===== src/rtl/fab_clk_pkg.sv =====
// Shared state encoding and default timing constants for the fabric clock lock monitor.
package fab_clk_pkg;

    typedef enum logic [1:0] {
        IDLE,
        ACQUIRE,
        MEASURE,
        LOCKED
    } fab_state_t;

    localparam int EXP_CYCLES = 1000;
    localparam int TOL        = 8;
    localparam int LOCK_COUNT = 4;

endpackage


===== src/rtl/fab_sync_edge.sv =====
// Two-flop synchronizer with a registered rising-edge pulse for asynchronous strobes.
// A level first captured at cycle n produces a one-cycle pulse at cycle n+2.
module fab_sync_edge (
    input  logic clock,
    input  logic reset,
    input  logic async_in,
    output logic rise_pulse
);

    logic sync1;
    logic sync2;
    logic hist;

    always_ff @(posedge clock) begin
        if (reset) begin
            sync1      <= 1'b0;
            sync2      <= 1'b0;
            hist       <= 1'b0;
            rise_pulse <= 1'b0;
        end else begin
            sync1      <= async_in;
            sync2      <= sync1;
            hist       <= sync2;
            rise_pulse <= sync2 & ~hist;
        end
    end

endmodule


===== src/rtl/fab_clk_lock_monitor.sv =====
// FAB_CLK-domain lock detector: measures MON_CLK periods and qualifies lock after consecutive good periods.
// Optional macro FAB_LOCK_HYST_EN: while locked, two consecutive bad periods are needed to drop lock.
module fab_clk_lock_monitor
    import fab_clk_pkg::*;
#(
    parameter int EXP_CYCLES = fab_clk_pkg::EXP_CYCLES,
    parameter int TOL        = fab_clk_pkg::TOL,
    parameter int LOCK_COUNT = fab_clk_pkg::LOCK_COUNT,
    parameter int CNT_W      = 16
) (
    input  logic             FAB_CLK,
    input  logic             RESET,
    input  logic             ENABLE,
    input  logic             MON_CLK,
    output logic             FAB_LOCK,
    output logic [CNT_W-1:0] PERIOD,
    output logic             PERIOD_VALID,
    output logic             TOO_FAST,
    output logic             TOO_SLOW,
    output logic             STUCK
);

    localparam logic [CNT_W-1:0] LO_LIM    = CNT_W'(EXP_CYCLES - TOL);
    localparam logic [CNT_W-1:0] HI_LIM    = CNT_W'(EXP_CYCLES + TOL);
    localparam logic [CNT_W-1:0] STUCK_LIM = CNT_W'(2 * EXP_CYCLES);
    localparam logic [CNT_W-1:0] CNT_MAX   = '1;
    localparam logic [3:0]       LOCK_N    = 4'(LOCK_COUNT);

    fab_state_t       state;
    fab_state_t       state_n;
    logic [CNT_W-1:0] cnt;
    logic [CNT_W-1:0] cnt_n;
    logic [3:0]       good_cnt;
    logic [3:0]       good_n;
    logic [CNT_W-1:0] period_n;
    logic             valid_n;
    logic             fast_n;
    logic             slow_n;
    logic             stuck_n;
    logic             rise_pulse;
    logic [CNT_W-1:0] meas;
    logic             is_good;

`ifdef FAB_LOCK_HYST_EN
    logic strike;
    logic strike_n;
`endif

    fab_sync_edge u_sync_edge (
        .clock      (FAB_CLK),
        .reset      (RESET),
        .async_in   (MON_CLK),
        .rise_pulse (rise_pulse)
    );

    assign meas     = cnt + CNT_W'(1);
    assign is_good  = (meas >= LO_LIM) && (meas <= HI_LIM);
    assign FAB_LOCK = (state == LOCKED);

    always_comb begin
        state_n  = state;
        cnt_n    = (cnt == CNT_MAX) ? cnt : cnt + CNT_W'(1);
        good_n   = good_cnt;
        period_n = PERIOD;
        valid_n  = 1'b0;
        fast_n   = TOO_FAST;
        slow_n   = TOO_SLOW;
        stuck_n  = STUCK;
`ifdef FAB_LOCK_HYST_EN
        strike_n = strike;
`endif
        if (rise_pulse) begin
            cnt_n = '0;
        end

        case (state)
            IDLE: begin
                cnt_n   = '0;
                state_n = ACQUIRE;
            end
            ACQUIRE: begin
                if (rise_pulse) begin
                    state_n = MEASURE;
                    good_n  = '0;
                end
            end
            MEASURE, LOCKED: begin
                // An edge landing on the stuck threshold still measures a (too slow) period.
                if (rise_pulse) begin
                    period_n = meas;
                    valid_n  = 1'b1;
                    if (meas < LO_LIM) fast_n = 1'b1;
                    if (meas > HI_LIM) slow_n = 1'b1;
                    if (state == MEASURE) begin
                        if (is_good) begin
                            good_n = good_cnt + 4'd1;
                            if (good_cnt + 4'd1 == LOCK_N) state_n = LOCKED;
                        end else begin
                            good_n = '0;
                        end
                    end else if (!is_good) begin
`ifdef FAB_LOCK_HYST_EN
                        if (strike) begin
                            state_n  = MEASURE;
                            good_n   = '0;
                            strike_n = 1'b0;
                        end else begin
                            strike_n = 1'b1;
                        end
`else
                        state_n = MEASURE;
                        good_n  = '0;
`endif
                    end
`ifdef FAB_LOCK_HYST_EN
                    else begin
                        strike_n = 1'b0;
                    end
`endif
                end else if (cnt == STUCK_LIM) begin
                    stuck_n = 1'b1;
                    state_n = ACQUIRE;
                    good_n  = '0;
`ifdef FAB_LOCK_HYST_EN
                    strike_n = 1'b0;
`endif
                end
            end
            default: state_n = IDLE;
        endcase

        // Disabling the monitor outranks everything, including a coincident edge.
        if (!ENABLE) begin
            state_n  = IDLE;
            cnt_n    = '0;
            good_n   = '0;
            period_n = '0;
            valid_n  = 1'b0;
            fast_n   = 1'b0;
            slow_n   = 1'b0;
            stuck_n  = 1'b0;
`ifdef FAB_LOCK_HYST_EN
            strike_n = 1'b0;
`endif
        end
    end

    always_ff @(posedge FAB_CLK) begin
        if (RESET) begin
            state        <= IDLE;
            cnt          <= '0;
            good_cnt     <= '0;
            PERIOD       <= '0;
            PERIOD_VALID <= 1'b0;
            TOO_FAST     <= 1'b0;
            TOO_SLOW     <= 1'b0;
            STUCK        <= 1'b0;
        end else begin
            state        <= state_n;
            cnt          <= cnt_n;
            good_cnt     <= good_n;
            PERIOD       <= period_n;
            PERIOD_VALID <= valid_n;
            TOO_FAST     <= fast_n;
            TOO_SLOW     <= slow_n;
            STUCK        <= stuck_n;
        end
    end

`ifdef FAB_LOCK_HYST_EN
    always_ff @(posedge FAB_CLK) begin
        if (RESET) begin
            strike <= 1'b0;
        end else begin
            strike <= strike_n;
        end
    end
`endif

endmodule


===== config.mk =====
export PLATFORM = sky130hd
export DESIGN_NAME = fab_clk_lock_monitor
export DESIGN_NICKNAME = d
export VERILOG_FILES = /design/src/rtl/fab_clk_pkg.sv /design/src/rtl/fab_sync_edge.sv /design/src/rtl/fab_clk_lock_monitor.sv
export SDC_FILE = /design/constraint.sdc
export NUM_CORES = 1
export LEC_CHECK = 0
export ABC_CLOCK_PERIOD_IN_PS = 3430
export CAP_MARGIN = 20
export CELL_PAD_IN_SITES_DETAIL_PLACEMENT = 1
export CELL_PAD_IN_SITES_GLOBAL_PLACEMENT = 2
export CORE_MARGIN = 8
export CORE_UTILIZATION = 36
export DETAILED_ROUTE_END_ITERATION = 7
export PLACE_DENSITY = 0.83
export SLEW_MARGIN = 15
export SYNTH_ARGS = -nofsm -noshare
export SYNTH_HDL_FRONTEND = slang
export SYNTH_SLANG_ARGS = --single-unit

===== constraint.sdc =====
create_clock -name FAB_CLK -period 3.43 [get_ports FAB_CLK]
set_clock_uncertainty 0.05 [all_clocks]
set_input_delay 0.686 -clock FAB_CLK [delete_from_list [all_inputs] [get_ports FAB_CLK]]
set_output_delay 0.686 -clock FAB_CLK [all_outputs]
set_load 0.05 [all_outputs]

# After elaboration in Yosys (flattened, before gate mapping)
# Cells that the tools add are included.
# word_totals
inputBits,4
out_inout_bits,21
regBits,46
# op_classes
muxes,16
reduce_logical,13
eq_ne,11
n_lt_le_gt_ge,4
bitwise_logic,5
addsub,2
# op_table
cell,count
$mux W4,6
$add A16 B1 Y16 const B,1
$eq A16 B11 Y1 const B,1
$eq A16 B16 Y1 const B,1
$ge A16 B10 Y1 const B,1
$gt A16 B10 Y1 const B,1
$le A16 B10 Y1 const B,1
$lt A16 B10 Y1 const B,1
$mux W2,7
$ne A4 B4 Y1 const B,3
$reduce_and A3 Y1,3
$pmux W4 S2,1
$pmux W2 S3,1
$reduce_and A5 Y1,1
$add A4 B1 Y4 const B,1
$eq A2 B2 Y1 const B,2
$eq A4 B3 Y1 const B,1
$not A1 Y1,4
$reduce_and A4 Y1,1
$reduce_or A2 Y1,2
$reduce_or A4 Y1,1
$ne A3 B2 Y1 const B,1
$reduce_or A3 Y1,1
$eq A2 B1 Y1 const B,1
7 further kinds,7

# Logic depth before layout (Yosys ltp)
# depth
ltp_word,7
mapped_depth,8
depth_no_buf,7

# Cells and area by module
# From an unflattened synthesis, not the netlist that was laid out.
# unflattened
cells_unflattened,245
hier_area_um2,2175.8
# by_module_without_submodules
mod,area_per_inst_um2,n_inst,seq_area_each_um2,cells_each
fab_clk_lock_monitor,2064.5,1,840.8,237
fab_sync_edge,111.4,1,80.1,8

# Least setup slack after synthesis
# No wires, ideal clock.
# synth_timing
path_kind,flip-flop to flip-flop
startpoint,register cnt[0]
endpoint,register TOO_SLOW
required_time_ps,3265
path_stages_with_launch,8
arrival_time_ps,1999
setup_ps,115
slack_ps,1266
cell_sequence,dfxtp_1 -> ha_1 -> nand2_1 -> nor4_1 -> xor2_1 -> nor4_2 -> a21oi_1 -> o21a_1
# synth_via
elab_chain_len,3
# synth_lines
element,line_no,text
"start, declared",fab_clk_lock_monitor.sv:31,logic [CNT_W-1:0] cnt;
"start signal, assigned",fab_clk_lock_monitor.sv:160,cnt <= cnt_n;
$add A16 B1 Y16,fab_clk_lock_monitor.sv:56,assign meas = cnt + CNT_W'(1);
$gt A16 B10 Y1,fab_clk_lock_monitor.sv:93,if (meas > HI_LIM) slow_n = 1'b1;
$reduce_and A3 Y1 (no source line),--,
"end signal, assigned",fab_clk_lock_monitor.sv:165,TOO_SLOW <= slow_n;
"end, declared",fab_clk_lock_monitor.sv:19,"output logic TOO_SLOW,"
# Every way passes these cells.
# A chain may end at the register's enable or synchronous reset.

# Worst setup path in the final report
# Ends and elaborated chain as after synthesis.

==> summary.md <==
| Metric | Value |
|---|---|
| Status | `completed` |
| Post-CTS sizing | `0` |
| Number of global-route vias before repair | `1765` |
| Clk_lat worst skew | `0.29 ns` |
| Slew @ Worst Pin | `0.635 ns` |
| Vias per inst | `5.11` |
| Syn nets | `246` |
| DRT antenna net count | `0` |
| Leakage | `about 0.8 nW` |
| Slew Limit Fails | `0` |
| Share of the synthesized area in the top cell type | `43.7%` |
| Maximum clock rate | `around 380 MHz` |
| Final TNS setup | `0 ns` |
| Most used flip-flop cell after synthesis | `dfxtp_1` |
| Total global-route track usage | `~12%` |
| Post-synth EDFFs | `0` |
| Final core occ | `between 40% and 50%` |
| Main area contributors after synthesis | `dfxtp_1 (44%), nor2_1 (5.7%), a211oi_1 (5.3%), xnor2_1 (5.0%), a21oi_1 (4.8%)` |
| Dpl cells | `approximately 320` |
| Avg Cell Area, Syn | `8.85 um2` |
| Total Wirelength | `4940 um` |
| Die Ht | `92.5 um` |
| First-pass GRT wire length | `roughly 8500 um` |
| Final setup vio count | `0` |
| Commonest cells in the netlist | `dfxtp_1 (46), nor2_1 (32), a21oi_1 (20), a211oi_1 (15), nand2_1 (13)` |
| First DRT Iteration DRCs | `50` |
| RSZ-0062 raised after global routing | `false` |
| Area Growth Syn to Fin | `17.8%` |
| Number of max-cap violations | `0` |
| Crit-path max FO | `7` |
| Synth Instances | `238` |
| Crit share post-route | `between 70% and 80%` |
| Vias | `about 1.7k` |
| # IOs | `25` |
| Setup crit start kind | `flip-flop` |
| Placed inst area | `2380 um2` |
| CP endpoint kind | `flip-flop` |
| WHS | `0.337 ns` |
| Non-Filler Instances | `331` |
| CP required | `approximately 3.6 ns` |
| Fin nets | `265` |
| Postcts setup bufs | `0` |
| Worst Path Class, Setup | `flip-flop to flip-flop` |
| Htree depth | `2` |
| Tmin final | `2.62 ns` |
| Number of remaining DRC errors | `0` |
| Peak VDD IR | `~150 uV` |
| Pin count of the biggest net entering global routing | `31` |
| Die area | `~8600 um2` |
| Row count | `28` |
| Clk sinks | `46` |
| TritonCTS clock tree | `done` |
| N_diodes | `0` |
| DR WL/cell | `14.9 um` |
| Max Root-Sink Buffers | `2` |
| Synth cell types | `42` |
| Initial antenna violation count | `0` |
| Syn. warnings | `0` |
| Synth area leader | `dfxtp_1` |
| Flops & latches, synth | `46` |
| Port-buffer cells | `24` |
| Die Width | `92.5 um` |
| Most numerous cell in the Yosys netlist | `dfxtp_1` |
| Reg2reg setup slack | `0.81 ns` |
| Share of layout cells above drive strength 1 | `8.59%` |
| Post-Synthesis Cell Area | `2110 um2` |
| Hold_buf cts | `0` |
| Final Instance Area | `2480 um2` |
| Crit path DAT | `2.76 ns` |
| PwrDens | `355 nW/um2` |
| HP Class | `flip-flop to flip-flop` |
| Post-synthesis sequential area ratio | `43.7%` |
| Post-DP HPWL | `between 3000 and 4000 um` |
| Starting Density | `36.5%` |
| DRT Pass-1 Iters | `4` |
| Hold Violations, Final | `0` |
| Num CTS Buffers | `5` |
| Clock Tree Root | `clkbuf_8` |
| Global route total overflow | `0` |
| Clk pin slew, worst setup/hold paths | `about 0.080 ns` |
| Core Area | `5780 um2` |
| Relative slew margins | `a little under three fifths` |
| Asr flop ratio synth | `0%` |
| GPL Wtd Cong | `0.777` |
[per-stage QoR]
stage          setup WS [ns]  power, mW
2_1_floorplan           1.27      0.562
3_3_place_gp           0.907      0.572
3_5_place_dp           0.825      0.572
4_1_cts                0.802      0.899
5_1_grt                0.629      0.918
6_report               0.808      0.882
[cell families after synthesis]
logic type      count (synthesis)  share of synthesized area, %
compound gates                 53                          16.2
xor+xnor                       19                          7.90
fa+ha+maj                       4                          2.38
buf+inv                        22                          4.63
flops                          46                          43.7
mux                             3                          1.43
simple gates                   91                          23.8
[metal layers]
layer  wire length [um]  up-vias  share of wire, %  global-route usage, %
li1                   -      865                 -                      -
met1               2480      806                50                   15.3
met2               2270       15                46                   20.0
met3                134        4               2.7                   2.43
met4                 57        0               1.2                   4.03
met5                  0        -                 0                      0
[power breakdown]
part	total, mW	internal, mW	switching [mW]	leakage [nW]
sequential	0.540	0.536	0.00356	0.371
clock	0.323	0.156	0.167	0.0431
combinational	0.0193	0.00800	0.0113	0.373
total	0.882	0.700	0.182	0.787
[layout by cell type, fill, tap and decap left out, types with 2 or more instances in the layout]
| master | Yosys | layout |
|---|---|---|
| nor3_2 | 3 | 3 |
| a211oi_1 | 15 | 15 |
| nor3_1 | 2 | 2 |
| xor2_1 | 7 | 7 |
| mux2i_1 | 3 | 3 |
| buf_4 | 2 | 2 |
| o211ai_1 | 3 | 3 |
| nand3_1 | 9 | 9 |
| and2_1 | 4 | 4 |
| xnor2_1 | 12 | 12 |
| clkbuf_8 | 0 | 6 |
| nor2b_1 | 6 | 6 |
| nand2b_1 | 3 | 3 |
| clkdlybuf4s50_1 | 0 | 24 |
| a31oi_1 | 3 | 3 |
| nand2_1 | 13 | 13 |
| nand4_1 | 5 | 5 |
| inv_1 | 7 | 7 |
| ha_1 | 4 | 4 |
| a21oi_1 | 20 | 20 |
| dfxtp_1 | 46 | 46 |
| o21ai_1 | 2 | 2 |
| o21ai_0 | 2 | 2 |
| or3_1 | 2 | 2 |
| nor4_1 | 4 | 4 |
| nor2_1 | 32 | 32 |
[area by class of cell]
cell class                 instances  area (um2)
clock buffer                       6        82.6
inverter                           7        26.3
timing repair buffer              27         270
sequential                        46         921
fill                             690        3300
tap                               75        93.8
multi-input combinational        170        1090
[registers in the layout, summed over array words and instances, names as in the netlist]
register,flops
PERIOD,16
cnt,16
good_cnt,4
state,2
PERIOD_VALID,1
STUCK,1
TOO_FAST,1
TOO_SLOW,1
u_sync_edge.hist,1
u_sync_edge.rise_pulse,1
u_sync_edge.sync1,1
u_sync_edge.sync2,1
[worst paths after layout]
kind / from / end / cells past startpoint
max: cnt[0] / TOO_SLOW / 7
min: u_sync_edge.hist / u_sync_edge.rise_pulse / 1
max reg2reg: cnt[0] / TOO_SLOW / 7
min reg2reg: u_sync_edge.hist / u_sync_edge.rise_pulse / 1
[worst max-delay path: stages (launching register included)]
cell,delay [ns]
dfxtp_1,0.52
ha_1,0.32
nand2_1,0.14
nor4_1,0.47
xor2_1,0.18
nor4_2,0.51
a21oi_1,0.14
o21a_1,0.19
Power figures use the tool's default switching activity.
